**config.mk**
```make
export PLATFORM = sky130hd
export DESIGN_NAME = sobel_grad_stage
export DESIGN_NICKNAME = d
export VERILOG_FILES = /design/src/rtl/sobel_pkg.sv /design/src/rtl/sobel_line_buf.sv /design/src/rtl/sobel_grad_stage.sv
export SDC_FILE = /design/constraint.sdc
export NUM_CORES = 1
export LEC_CHECK = 0
export ABC_AREA = 1
export BUFFER_PORTS_ARGS = -buffer_cell sky130_fd_sc_hd__buf_2
export CORE_ASPECT_RATIO = 0.5
export CORE_UTILIZATION = 45
export DETAILED_ROUTE_END_ITERATION = 10
export PLACE_DENSITY = 0.67
export REMOVE_ABC_BUFFERS = 1
export SETUP_SLACK_MARGIN = 0.5
export SYNTH_ARGS = -nofsm -noshare
export SYNTH_HDL_FRONTEND = slang
export SYNTH_SLANG_ARGS = --single-unit
```
**constraint.sdc**
```tcl
create_clock -name clk -period 11.9 [get_ports clk]
set_input_delay 0.595 -clock clk [delete_from_list [all_inputs] [get_ports clk]]
set_output_delay 0.595 -clock clk [all_outputs]
set_load 0.03 [all_outputs]
```
**src/rtl/sobel_pkg.sv**
```systemverilog
// Shared constants and types for the Sobel gradient stage.
package sobel_pkg;

    localparam int              PIX_W   = 8;
    localparam int              GRAD_W  = 11;
    localparam logic [PIX_W-1:0] SAT_MAX = 8'd255;

    typedef logic signed [GRAD_W-1:0] grad_t;

    // Row slots inside a window column: top = r-2, mid = r-1, bottom = r.
    localparam int W_TOP = 0;
    localparam int W_MID = 1;
    localparam int W_BOT = 2;

endpackage

```
**src/rtl/sobel_line_buf.sv**
```systemverilog
// Two cascaded line RAMs: buffer 0 holds the previous line, buffer 1 the one before.
module sobel_line_buf #(
    parameter int DEPTH = 64,
    parameter int PIX_W = 8,
    parameter int AW    = (DEPTH > 1) ? $clog2(DEPTH) : 1
) (
    input  logic             clk,
    input  logic             rst_n,
    input  logic             we_i,
    input  logic [AW-1:0]    addr_i,
    input  logic [PIX_W-1:0] din_i,
    output logic [PIX_W-1:0] row1_o,
    output logic [PIX_W-1:0] row2_o
);

    logic [PIX_W-1:0] mem0 [DEPTH];
    logic [PIX_W-1:0] mem1 [DEPTH];
    logic [PIX_W-1:0] rd0_q;
    logic [PIX_W-1:0] rd1_q;

    // Read-before-write: the old line-0 entry ages into line 1 at the same index.
    always_ff @(posedge clk) begin
        if (we_i) begin
            mem0[addr_i] <= din_i;
            mem1[addr_i] <= mem0[addr_i];
        end
    end

    always_ff @(posedge clk or negedge rst_n) begin
        if (!rst_n) begin
            rd0_q <= '0;
            rd1_q <= '0;
        end else if (we_i) begin
            rd0_q <= mem0[addr_i];
            rd1_q <= mem1[addr_i];
        end
    end

    assign row1_o = rd0_q;
    assign row2_o = rd1_q;

endmodule

```
**src/rtl/sobel_grad_stage.sv**
```systemverilog
// Streaming 3x3 Sobel stage: raster pixels in, saturated |Gx|/|Gy| operands out.
module sobel_grad_stage #(
    parameter int IMG_W = 64,
    parameter int IMG_H = 64,
    parameter int PIX_W = 8
) (
    input  logic             clk,
    input  logic             rst_n,
    input  logic             in_valid,
    output logic             in_ready,
    input  logic [PIX_W-1:0] in_pix,
    input  logic             in_sof,
    output logic             out_valid,
    input  logic             out_ready,
    output logic [PIX_W-1:0] out_gx_abs,
    output logic [PIX_W-1:0] out_gy_abs,
    output logic             out_eol,
    output logic             out_eof
);

    import sobel_pkg::*;

    localparam int CW = (IMG_W > 1) ? $clog2(IMG_W) : 1;
    localparam int RW = (IMG_H > 1) ? $clog2(IMG_H) : 1;
    localparam logic [CW-1:0] COL_LAST = CW'(IMG_W - 1);
    localparam logic [RW-1:0] ROW_LAST = RW'(IMG_H - 1);

    function automatic grad_t ext(input logic [PIX_W-1:0] p);
        return grad_t'({{(GRAD_W-PIX_W){1'b0}}, p});
    endfunction

    function automatic logic [PIX_W-1:0] abs_sat(input grad_t g);
        grad_t a;
        a = g[GRAD_W-1] ? -g : g;
        if (a > grad_t'(SAT_MAX))
            return SAT_MAX;
        return a[PIX_W-1:0];
    endfunction

    logic             en;
    logic             acc;
    logic [CW-1:0]    col_q, col_d, c_cur;
    logic [RW-1:0]    row_q, row_d, r_cur;
    logic             win_ok;
    logic [PIX_W-1:0] lb_mid, lb_top;

    logic [PIX_W-1:0] pix_q;
    logic [PIX_W-1:0] win_a_q [3];
    logic [PIX_W-1:0] win_b_q [3];
    logic [PIX_W-1:0] win_c   [3];
    logic             vld1_q, eol1_q, eof1_q;

    logic             out_valid_q;
    logic [PIX_W-1:0] gx_q, gy_q;
    logic             eol_q, eof_q;
    grad_t            gx, gy;

    assign en       = out_ready | ~out_valid_q;
    assign in_ready = en;
    assign acc      = in_valid & en;

    // in_sof forces the accepted pixel to the frame origin.
    always_comb begin
        c_cur  = in_sof ? '0 : col_q;
        r_cur  = in_sof ? '0 : row_q;
        col_d  = col_q;
        row_d  = row_q;
        win_ok = (c_cur >= CW'(2)) && (r_cur >= RW'(2));
        if (acc) begin
            if (c_cur == COL_LAST) begin
                col_d = '0;
                row_d = (r_cur == ROW_LAST) ? '0 : r_cur + RW'(1);
            end else begin
                col_d = c_cur + CW'(1);
                row_d = r_cur;
            end
        end
    end

    sobel_line_buf #(
        .DEPTH (IMG_W),
        .PIX_W (PIX_W),
        .AW    (CW)
    ) u_line_buf (
        .clk    (clk),
        .rst_n  (rst_n),
        .we_i   (acc),
        .addr_i (c_cur),
        .din_i  (in_pix),
        .row1_o (lb_mid),
        .row2_o (lb_top)
    );

    // S1: counters, window shift; column c is the line-buffer read data plus pix_q.
    always_ff @(posedge clk or negedge rst_n) begin
        if (!rst_n) begin
            col_q   <= '0;
            row_q   <= '0;
            pix_q   <= '0;
            vld1_q  <= 1'b0;
            eol1_q  <= 1'b0;
            eof1_q  <= 1'b0;
            for (int i = 0; i < 3; i++) begin
                win_a_q[i] <= '0;
                win_b_q[i] <= '0;
            end
        end else begin
            col_q <= col_d;
            row_q <= row_d;
            if (en)
                vld1_q <= acc & win_ok;
            if (acc) begin
                pix_q          <= in_pix;
                win_a_q        <= win_b_q;
                win_b_q[W_TOP] <= lb_top;
                win_b_q[W_MID] <= lb_mid;
                win_b_q[W_BOT] <= pix_q;
                eol1_q         <= (c_cur == COL_LAST);
                eof1_q         <= (c_cur == COL_LAST) && (r_cur == ROW_LAST);
            end
        end
    end

    always_comb begin
        win_c[W_TOP] = lb_top;
        win_c[W_MID] = lb_mid;
        win_c[W_BOT] = pix_q;
        gx = (ext(win_c[W_TOP]) + (ext(win_c[W_MID]) <<< 1) + ext(win_c[W_BOT]))
           - (ext(win_a_q[W_TOP]) + (ext(win_a_q[W_MID]) <<< 1) + ext(win_a_q[W_BOT]));
        gy = (ext(win_a_q[W_BOT]) + (ext(win_b_q[W_BOT]) <<< 1) + ext(win_c[W_BOT]))
           - (ext(win_a_q[W_TOP]) + (ext(win_b_q[W_TOP]) <<< 1) + ext(win_c[W_TOP]));
    end

    // S2: abs/saturate into the output register; held while stalled.
    always_ff @(posedge clk or negedge rst_n) begin
        if (!rst_n) begin
            out_valid_q <= 1'b0;
            gx_q        <= '0;
            gy_q        <= '0;
            eol_q       <= 1'b0;
            eof_q       <= 1'b0;
        end else if (en) begin
            out_valid_q <= vld1_q;
            if (vld1_q) begin
                gx_q  <= abs_sat(gx);
                gy_q  <= abs_sat(gy);
                eol_q <= eol1_q;
                eof_q <= eof1_q;
            end
        end
    end

    assign out_valid  = out_valid_q;
    assign out_gx_abs = gx_q;
    assign out_gy_abs = gy_q;
    assign out_eol    = eol_q;
    assign out_eof    = eof_q;

endmodule

```
Word level (Yosys, flattened, before mapping)
Memories as Yosys holds them, arrays and structs flattened. A register that Yosys moved wholly into a read port is not among the register bits.
Index checks and enable logic that the tools add are counted.
{"block": "op_classes", "add_sub_neg": 14, "magnitude_cmp": 4, "n_eq_ne": 2, "n_mux": 19, "n_bitwise": 4, "reduce_logical": 4}
{"cell": "10-bit by 8-bit adder with 11-bit output", "count": 4}
{"cell": "8-bit by 9-bit adder with 10-bit output", "count": 4}
{"cell": "8-bit two-way mux", "count": 4}
{"cell": "6-bit two-way mux", "count": 5}
{"cell": "11-bit by 9-bit greater-than comparator with 1-bit output (second input constant)", "count": 2}
{"cell": "11-bit two-way mux", "count": 2}
{"cell": "11-bit negation", "count": 2}
{"cell": "11-bit subtractor", "count": 2}
{"cell": "6-bit by 1-bit adder with 6-bit output (second input constant)", "count": 2}
{"cell": "6-bit equality test (second input constant)", "count": 2}
{"cell": "6-bit by 2-bit >= comparator with 1-bit output (second input constant)", "count": 2}
{"cell": "1-bit two-way mux", "count": 8}
{"cell": "1-bit bitwise AND", "count": 2}
{"cell": "1-bit logical AND", "count": 2}
{"cell": "2-bit AND reduction", "count": 1}
{"cell": "1-bit zero test", "count": 1}
{"cell": "1-bit inverter", "count": 1}
{"cell": "1-bit OR", "count": 1}
{"block": "word_totals", "regBits": 98, "mem_bits_rw": 1024, "inputBits": 13, "output_inout_bits": 20, "word_cells": 67, "n_memories": 2}
{"name": "u_line_buf.mem0", "depth": 64, "width": 8, "read_ports": 1, "rd_clocked_by_memory_dff": 0, "wr": 1, "line": "sobel_line_buf.sv:16", "source": "logic [PIX_W-1:0] mem0 [DEPTH];"}
{"name": "u_line_buf.mem1", "depth": 64, "width": 8, "read_ports": 1, "rd_clocked_by_memory_dff": 1, "wr": 1, "line": "sobel_line_buf.sv:17", "source": "logic [PIX_W-1:0] mem1 [DEPTH];"}

Longest topological paths before layout
Gate-level depths: netlist (run 1).
{"block": "depth", "ltp_word": 10, "mapped_depth": 23}

By module
A second synthesis (run 1) with hierarchy kept.
{"block": "hier_totals", "hier_cells": 5123, "area_unflattened_um2": 50621.0}
{"module": "sobel_line_buf", "instances": 1, "cells_each": 4289, "area_each_um2": 43757.0}
{"module": "sobel_grad_stage", "instances": 1, "cells_each": 834, "area_each_um2": 6864.1}

Least setup slack after synthesis (run 1)
No wires, ideal clock.
{"block": "synth_path", "kind": "reg-to-reg", "startpoint": "register u_line_buf.rd1_q[0], in the netlist u_line_buf.row2_o[0], read port of u_line_buf.mem1", "endpoint": "register gx_q[0], in the netlist out_gx_abs[0]", "setup_ns": 0.130, "arrival_ns": 3.626, "setup_slack_ns": 8.144, "stages_incl_launch_ff": 22, "synth_period_minus_slack_ns": 3.756, "path_cell_list": "dfrtp_1 inv_1 fa_1 inv_1 fa_1 fa_1 ha_1 inv_1 fa_1 nand2_1 nor2_1 nand2_1 inv_1 nand3_1 nor2_1 nand2_1 nand2_1 nand3_1 nand2_1 nand2_1 nand2_1 a21oi_1"}
{"block": "synth_via", "elab_chain_cells": 10}
{"element": "from (decl)", "line": "sobel_line_buf.sv:19", "source": "logic [PIX_W-1:0] rd1_q;"}
{"element": "8-bit by 9-bit adder with 10-bit output (*)", "line": "sobel_grad_stage.sv:128", "source": "gx = (ext(win_c[W_TOP]) + (ext(win_c[W_MID]) <<< 1) + ext(win_c[W_BOT]))"}
{"element": "10-bit by 8-bit adder with 11-bit output (*)", "line": "sobel_grad_stage.sv:128"}
{"element": "11-bit subtractor (*)", "line": "sobel_grad_stage.sv:129", "source": "- (ext(win_a_q[W_TOP]) + (ext(win_a_q[W_MID]) <<< 1) + ext(win_a_q[W_BOT]));"}
{"element": "11-bit negation", "line": "sobel_grad_stage.sv:34", "source": "a = g[GRAD_W-1] ? -g : g;"}
{"element": "11-bit two-way mux (*)", "line": "sobel_grad_stage.sv:34"}
{"element": "11-bit by 9-bit greater-than comparator with 1-bit output", "line": "sobel_grad_stage.sv:35", "source": "if (a > grad_t'(SAT_MAX))"}
{"element": "1-bit two-way mux", "line": "sobel_grad_stage.sv:35"}
{"element": "1-bit two-way mux", "line": "sobel_grad_stage.sv:144", "source": "if (vld1_q) begin"}
{"element": "1-bit two-way mux", "line": "sobel_grad_stage.sv:142", "source": "end else if (en) begin"}
{"element": "8-bit two-way mux (*)", "line": "sobel_grad_stage.sv:37", "source": "return a[PIX_W-1:0];"}
{"element": "to (signal assigned)", "line": "sobel_grad_stage.sv:145", "source": "gx_q <= abs_sat(gx);"}
{"element": "to (decl)", "line": "sobel_grad_stage.sv:54", "source": "logic [PIX_W-1:0] gx_q, gy_q;"}
Mark *: on every way between the ends. The rest lies on a longest branch, timed or not. The select of a mux whose other input is x is not followed.
A chain may end at the register's enable or synchronous reset.

Worst setup path after layout (run 1)
{"block": "layout_path", "startpoint": "register col_q[0]", "endpoint": "memory u_line_buf.mem1[23][3], data pin"}
{"block": "layout_via", "elab_chain_cells": 2}
{"element": "from (decl)", "line": "sobel_grad_stage.sv:42", "source": "logic [CW-1:0] col_q, col_d, c_cur;"}
{"element": "from (signal assigned)", "line": "sobel_grad_stage.sv:108", "source": "col_q <= col_d;"}
{"element": "6-bit two-way mux", "line": "sobel_grad_stage.sv:64", "source": "c_cur = in_sof ? '0 : col_q;"}
{"element": "memory 64 x 8 bit"}
{"element": "to (decl)", "line": "sobel_line_buf.sv:17"}
No other way between the ends.

==> reports/qor.yml, run 1 <==
global_routing:
  overflow: 0
  grt_pass1_vias: 30100
  grtUsageTotal_pct: 24.8
  grt_first_pass_wirelength_um: 193000
  antenna_found_initial: 3
  grt_max_degree: 164
worst_hold_path:
  holdPathStages: 4
  hold_end: "out_valid"
  min-delay-start: "out_ready"
  hold_path.class: "in -> reg"
clock_network:
  cts-resized-gates: 0
  postCtsSetupRepairBufs: 0
  tritoncts: "built"
  clk_pin_slew_ns: 0.07
  htreeDepth: 3
  numCtsBuffers: 102
  cts_sinks: 1130
  cts-root-buf: "clkbuf_16"
  insertion_delay_ns: 0.73
  cts_buffer_depth: 3
floorplanning:
  initial_core_util_pct: 45.5
  die_h_um: 230
  io_pins: 33
  dieArea_mm2: 0.105
  row_count: 83
  dieWidth_um: 458
  core_area_mm2: 0.103
cells_and_area:
  drive_above_1_share_pct: 8.39
  nets: 4150
  utilization_pct: 50.8
  antenna_cells: 0
  finalInstanceArea_mm2: 0.0523
  area_growth_pct: 11.7
synthesis:
  syn_avg_cell_area_um2: 11.8
  synth_edf_count: 1024
  synth_seq_cells: 1130
  ys_seq_area_share_pct: 71.4
  synthFlopType: "edfxtp_1"
  synth.distinct_cells: 38
  netlist_area_mm2: 0.0468
  async_reset_ff_share_pct: 9.38
  yosysWarnings: 0
  synthCells: 3955
drt:
  vias: 31100
  drt_iter0_markers: 3916
  wirelength_um: 131000
  drc: 0
  wl_per_cell_um: 23.8
  dr.pass1.iters: 8
  drtAntennaViolNets: 0
  vias_per_cell: 5.67
pwr:
  clkPwrFrac_pct: 29.9
  power.total_w: 0.0113
  irDropWorstVdd_v: 0.000243
  p_per_area_mw_per_mm2: 217
  seqPwrFrac_pct: 40.4
  comb_power_share_pct: 29.7
  netSwitchingFraction_pct: 33.8
  p_sw_w: 0.00384
  p_leak_nw: 19.1
  p_int_w: 0.00751
critical_path:
  critPathTopFamily: "simple AND/OR/NAND/NOR gates"
  crit_top_cell: "nand2_1"
  path_class: "reg -> reg"
  ff2ff_path_depth: 12
  crit_buf_inv: 2
  critPathMaxFanout: 65
  r2r_slack_ns: 7.07
  r2r-start: "col_q[0]"
  endpoint_kind: "flop"
  slowest_stage: "nand2_2"
  worstReg2RegEnd: "u_line_buf.mem1[23][3]"
  crit_chain: "nand2_4 > nor2_4 > buf_4 > buf_4 > nand2_1 > nand2_1 > nor2_1 > nand3_1 > nand2_1 > nand2_1 > nor2_1 > nand2_2"
  crit_path_max_incr_delay_ns: 0.89
  arrival_ns: 5.16
  required_ns: 12.22
  worstSetupStartpointType: "flop"
placement:
  gp_congestion: 0.904
  place_area_mm2: 0.0488
  port_buffers: 32
  dp.final_hpwl_um: 75600
timing:
  clock-skew-final_ns: 0.0690
  rsz0062_at_grt: "no"
  maxSlewHeadroom_pct: 15.1
  tightestPinTransition_ns: 1.27
  period_share_pct: 40.6
  drv_slew: 0
  fin_hold_ws_ns: 0.208
  max_freq_mhz: 207
  hold_violations: 0
  setup_viol: 0
  post-route-min-period_ns: 4.83
status:
  outcome: "finished, final reports clean"
flow_run:
  drv_cap: 0
[worst max-delay path by stage]
stage / startpoint / to / slack (ns) / cells past startpoint
2_1_floorplan: col_q[0] / u_line_buf.mem1[0][7] / -3.84 / 11
5_1_grt: col_q[0] / u_line_buf.mem1[22][3] / 6.85 / 12
3_5_place_dp: in_sof / u_line_buf.mem1[20][3] / 6.73 / 15
6_report: col_q[0] / u_line_buf.mem1[23][3] / 7.07 / 12
4_1_cts: col_q[0] / u_line_buf.mem1[21][3] / 7.18 / 12
3_3_place_gp: in_sof / u_line_buf.mem1[60][3] / 6.79 / 16
[layout by cell type, fill, tap and decap left out, drive strengths merged, types with 3 or more instances in the layout]
cell	instances
a21oi	103
xor2	4
nor2	505
clkinvlp	4
nor3	3
o211ai	26
ha	30
nand3	126
or2	9
nand4	80
xnor2	3
buf	145
o21a	3
fa	62
inv	256
clkbuf	125
edfxtp	1024
nand3b	10
o31ai	3
clkinv	42
o21ai	358
o21bai	3
nand2	1045
dfrtp	106
bufinv	13
o22ai	27
[Yosys cell counts (3+ instances only)]
| cell | n | share of area [%] |
|---|---|---|
| dfrtp_1 | 106 | 5.7 |
| nor3_1 | 3 | 0.032 |
| nor2_1 | 494 | 4.0 |
| o21ai_0 | 358 | 3.8 |
| o21bai_1 | 3 | 0.048 |
| fa_1 | 62 | 2.7 |
| a21oi_1 | 103 | 1.1 |
| edfxtp_1 | 1024 | 66 |
| clkbuf_1 | 64 | 0.51 |
| nand2_1 | 1042 | 8.4 |
| o22ai_1 | 27 | 0.36 |
| o21a_1 | 3 | 0.048 |
| ha_1 | 30 | 0.80 |
| xnor2_1 | 3 | 0.056 |
| nand3_1 | 126 | 1.3 |
| inv_2 | 7 | 0.056 |
| xor2_1 | 4 | 0.075 |
| inv_1 | 246 | 2.0 |
| nor2_2 | 3 | 0.040 |
| o211ai_1 | 26 | 0.42 |
| buf_1 | 6 | 0.048 |
| or2_2 | 9 | 0.12 |
| nand3b_1 | 10 | 0.16 |
| buf_2 | 78 | 0.83 |
| nand2_2 | 3 | 0.040 |
| nor2_4 | 8 | 0.19 |
| nand4_1 | 80 | 1.1 |
| buf_4 | 11 | 0.18 |
| o31ai_1 | 3 | 0.048 |
[final cells by class]
class	instances	area [um2]
Multi-Input combinational cell	2410	11700
Fill cell	8736	50600
Clock buffer	125	2700
Sequential cell	1130	33400
Tap cell	1360	1700
Inverter	255	957
Timing Repair Buffer	146	1030
Clock inverter	60	724
[metal layers]
metal | GRT usage (%) | share of wire [%] | up-vias
met5 | 0 | 0.021 | -
met3 | 5.58 | 12 | 273
met1 | 34.8 | 40 | 15300
met2 | 38.5 | 45 | 1769
li1 | - | - | 13800
met4 | 8.09 | 3.2 | 4
[state kept, by name, indices dropped and copies added, names as in the netlist]
signal             count
eof1_q                 1
out_eof                1
u_line_buf.mem1      512
pix_q                  8
out_eol                1
win_b_q               24
out_valid              1
col_q                  6
row_q                  6
u_line_buf.row1_o      8
out_gx_abs             8
out_gy_abs             8
u_line_buf.row2_o      8
win_a_q               24
u_line_buf.mem0      512
eol1_q                 1
vld1_q                 1
[timing repair]
| item | in CTS | in global routing |
|---|---|---|
| hold buffers | 1 | 0 |
| hold endpoints to repair | 47 | 0 |
| endpoints found under the setup margin | 0 | 0 |
[power by group through the flow]
stage | Sequential, W | Clock [W] | Combinational (W)
final | 0.00459 | 0.00339 | 0.00337
after global routing | 0.00460 | 0.00356 | 0.00386
after CTS | 0.00459 | 0.00342 | 0.00337
after detailed placement | 0.00467 | 0 | 0.00335
after global placement | 0.00467 | 0 | 0.00326
after floorplan | 0.00472 | 0 | 0.00245
[worst register-to-register path: cells and delay by family (launching register included)]
family        cells  cell delay [ns]
buf+inv           2             1.03
simple gates     10             2.62
flops             1             0.70
[logic make-up (layout without fill, tap and decap cells)]
kind of cell	after synthesis	after routing	synth area share, %
flops	1130	1130	71.4
buf+inv	415	586	3.64
compound gates	528	528	5.94
fa+ha+maj	92	92	3.46
xor+xnor	7	7	0.131
simple gates	1783	1783	15.4
[metrics by stage]
step / setup WS, ns / cells / TNS (ns)
floorplan: -3.84 / 3795 / -2502.34
global placement: 6.79 / 5300 / 0
detailed placement: 6.73 / 5300 / 0
CTS: 7.18 / 5486 / 0
global route: 6.85 / 5486 / 0
finish: 7.07 / 5486 / 0
No activity file was read; power rests on OpenSTA's default activity.
==> inputs of run 2 (changes only) <==
Settings changed: ABC_AREA 1 to 0.
Clock period 11.9 ns to 4.88 ns, I/O delays scaled along.
==> run 2 against run 1 <==
Sequential cell count unchanged; wire length up 4.9%; sequential share of layout area down 0.63 points.
==> reports/qor.yml, run 2 <==
clock_network:
  tritoncts: "built"  # unchanged
  cts_sinks: 1130  # unchanged
  htreeDepth: 3  # unchanged
  cts_buffer_depth: 3  # unchanged
  numCtsBuffers: 102  # unchanged
  cts-root-buf: "clkbuf_16"  # unchanged
  clk_pin_slew_ns: 0.07  # about the same
  insertion_delay_ns: 0.71  # was 0.73 ns
floorplanning:
  io_pins: 33  # unchanged
  die_h_um: 229  # was 230 um
  dieArea_mm2: 0.105  # about the same
  core_area_mm2: 0.101  # was 0.103 mm2
  initial_core_util_pct: 45.9  # was 45.5%
  dieWidth_um: 456  # was 458 um
  row_count: 82  # was 83
drt:
  vias: 29100  # was 31100
  dr.pass1.iters: 9  # was 8
  wl_per_cell_um: 29.4  # was 23.8 um
  drc: 0  # unchanged
  drtAntennaViolNets: 0  # unchanged
  drt_iter0_markers: 4426  # was 3916
  vias_per_cell: 6.25  # was 5.67
  wirelength_um: 137000  # was 131000 um
timing:
  fin_hold_ws_ns: 0.0311  # was 0.208 ns
  post-route-min-period_ns: 4.30  # was 4.83 ns
  fin_setup_tns_ns: 0  # unchanged
  rsz0062_at_grt: "no"  # unchanged
  drv_slew: 0  # unchanged
  period_share_pct: 88.1  # was 40.6%
  max_freq_mhz: 232  # was 207 MHz
  clock-skew-final_ns: 0.0378  # was 0.0690 ns
  hold_violations: 0  # unchanged
  setup_viol: 0  # unchanged
  tightestPinTransition_ns: 1.36  # was 1.27 ns
  maxSlewHeadroom_pct: 9.60  # was 15.1%
critical_path:
  critPathMaxFanout: 32  # was 65
  crit_path_max_incr_delay_ns: 0.96  # was 0.89 ns
  required_ns: 5.45  # was 12.22 ns
  endpoint_kind: "flop"  # unchanged
  path_class: "reg -> reg"  # unchanged
  slowest_stage: "a31oi_1"  # was nand2_2
  worstSetupStartpointType: "flop"  # unchanged
  crit_top_cell: "a22oi_1"  # was nand2_1
  crit_chain: "clkinv_1 > nor2_1 > buf_4 > a22oi_1 > a211o_1 > a31oi_1 > a221oi_1 > a22oi_1"  # was nand2_4 > nor2_4 > buf_4 > buf_4 > nand2_1 > nand2_1 > nor2_1 > nand3_1 > nand2_1 > nand2_1 > nor2_1 > nand2_2
  arrival_ns: 4.88  # was 5.16 ns
synthesis:
  synthCells: 3050  # was 3955
  synth.distinct_cells: 91  # was 38
  synth_edf_count: 1024  # unchanged
  async_reset_ff_share_pct: 9.38  # unchanged
  syn_avg_cell_area_um2: 15.2  # was 11.8 um2
  netlist_top_cells_count: "edfxtp_1, nand2_1, nor2_1"  # was nand2_1, edfxtp_1, nor2_1
  synth_top_area_cell: "edfxtp_1"  # unchanged
  yosysTopAreaCellShare_pct: 66.2  # was 65.8%
  yosysWarnings: 0  # unchanged
  netlist_area_mm2: 0.0465  # was 0.0468 mm2
  yosysMostFrequentCell: "edfxtp_1"  # was nand2_1
  ys_seq_area_share_pct: 71.9  # was 71.4%
  synth_area_leaders: "edfxtp_1, dfrtp_1, mux2i_1"  # was edfxtp_1, nand2_1, dfrtp_1
  synth_seq_cells: 1130  # unchanged
  synthFlopType: "edfxtp_1"  # unchanged
worst_hold_path:
  hold_path.class: "in -> reg"  # unchanged
global_routing:
  grt_first_pass_wirelength_um: 196000  # was 193000 um
  grt_pass1_vias: 27900  # was 30100
  overflow: 0  # unchanged
  grt_max_degree: 90  # was 164
  grtUsageTotal_pct: 26.0  # was 24.8%
  antenna_found_initial: 7  # was 3
status:
  outcome: "finished, final reports clean"  # unchanged
cells_and_area:
  mostFrequentLayoutCell: "edfxtp_1"  # was nand2_1
  reg.largest.list: "u_line_buf.mem0 x512, u_line_buf.mem1 x512"  # unchanged
  area_growth_pct: 13.7  # was 11.7%
  drive_above_1_share_pct: 16.9  # was 8.39%
  nets: 3342  # was 4150
  final_cell_mix: "edfxtp_1, nand2_1, buf_4"  # was nand2_1, edfxtp_1, nor2_1
  nFillCells: 8131  # was 8736
pwr:
  p_per_area_mw_per_mm2: 549  # was 217 mW/mm2
  p_leak_nw: 18.2  # was 19.1 nW
  irDropWorstVdd_v: 0.000709  # was 0.000243 V
placement:
  gp_congestion: 0.938  # was 0.904
  dp.final_hpwl_um: 85000  # was 75600 um
  port_buffers: 32  # unchanged
flow_run:
  drv_cap: 0  # unchanged
[run 2: metal layers]
metal / up-vias / part of all wire (%) / global-route usage (%) / wire length (um)
li1: 12100 / - / - / -
met1: 14700 / 39 / 36.3 / 53100
met2: 2052 / 43 / 38.4 / 59600
met3: 308 / 14 / 8.68 / 19400
met4: 0 / 3.6 / 8.26 / 4900
met5: - / 0 / 0 / 0
[run 2: repair_timing]
action / CTS / global route
gates resized for setup: 11 / 27
endpoints found under the setup margin: 16 / 16
hold buffers: 2 / 0
setup buffers: 8 / 2
pin swaps: 4 / 9
hold endpoints to repair: 106 / 0
[run 2: cell type report]
type                            instances  area (um2)  share of cell area [%]
Clock inverter                         58         513                   0.972
Clock buffer                          123        2760                    5.22
Tap cell                             1344        1680                    3.19
Sequential cell                      1130       33400                    63.3
Inverter                              132         498                   0.943
Antenna cell                            3        7.51                  0.0142
Multi-Input combinational cell       1618       11900                    22.5
Timing Repair Buffer                  253        2050                    3.87
[run 2: kinds of logic after synthesis]
| family | synth area share, % |
|---|---|
| AO/OA/AOI/OAI | 10.3 |
| XOR/XNOR | 0.453 |
| adder cells (fa/ha/maj) | 3.48 |
| buffers and inverters | 3.07 |
| flip-flops | 71.9 |
| multiplexers | 5.27 |
| AND/OR/NAND/NOR | 5.49 |
[run 2: path summary, 6_finish.rpt]
kind                              from                    to  slack [ns]  cells after the start
max in group asynchronous        rst_n         out_gy_abs[6]        4.05                      3
setup reg to reg              col_q[2]  u_line_buf.row2_o[3]        0.58                      8
hold / removal               out_ready             out_valid        0.03                      3
setup / recovery              col_q[2]  u_line_buf.row2_o[3]        0.58                      8
min in group asynchronous        rst_n               out_eol        0.22                      3
hold reg to reg            win_b_q[13]           win_a_q[13]        0.47                      2
[run 2: metrics by stage]
step / cells / cell area (um2) / power, W / util [%] / worst slack (ns)
2_1_floorplan: 2880 / 45500 / 0.0173 / - / -5.27
6_report: 4661 / 52800 / 0.0290 / 52.2 / 0.578
4_1_cts: 4656 / 52700 / 0.0283 / 52.1 / 0.503
5_1_grt: 4658 / 52800 / 0.0303 / 52.2 / 0.485
3_5_place_dp: 4465 / 49300 / 0.0198 / 48.7 / 0.291
3_3_place_gp: 4465 / 49300 / 0.0197 / 48.7 / 0.397
[run 2: power by group]
| group | leakage, nW | internal, W | switching, W |
|---|---|---|---|
| combinational | 6.03 | 0.00400 | 0.00579 |
| clock | 1.61 | 0.00443 | 0.00352 |
| sequential | 10.6 | 0.0110 | 0.000202 |
| total | 18.2 | 0.0195 | 0.00951 |
[run 2: critical path: cells and delay by family, from the launching register on]
kind / cells / cell delay, ns
AO/OA/AOI/OAI: 5 / 1.88
flip-flops: 1 / 0.88
buffers and inverters: 2 / 0.88
AND/OR/NAND/NOR: 1 / 0.52
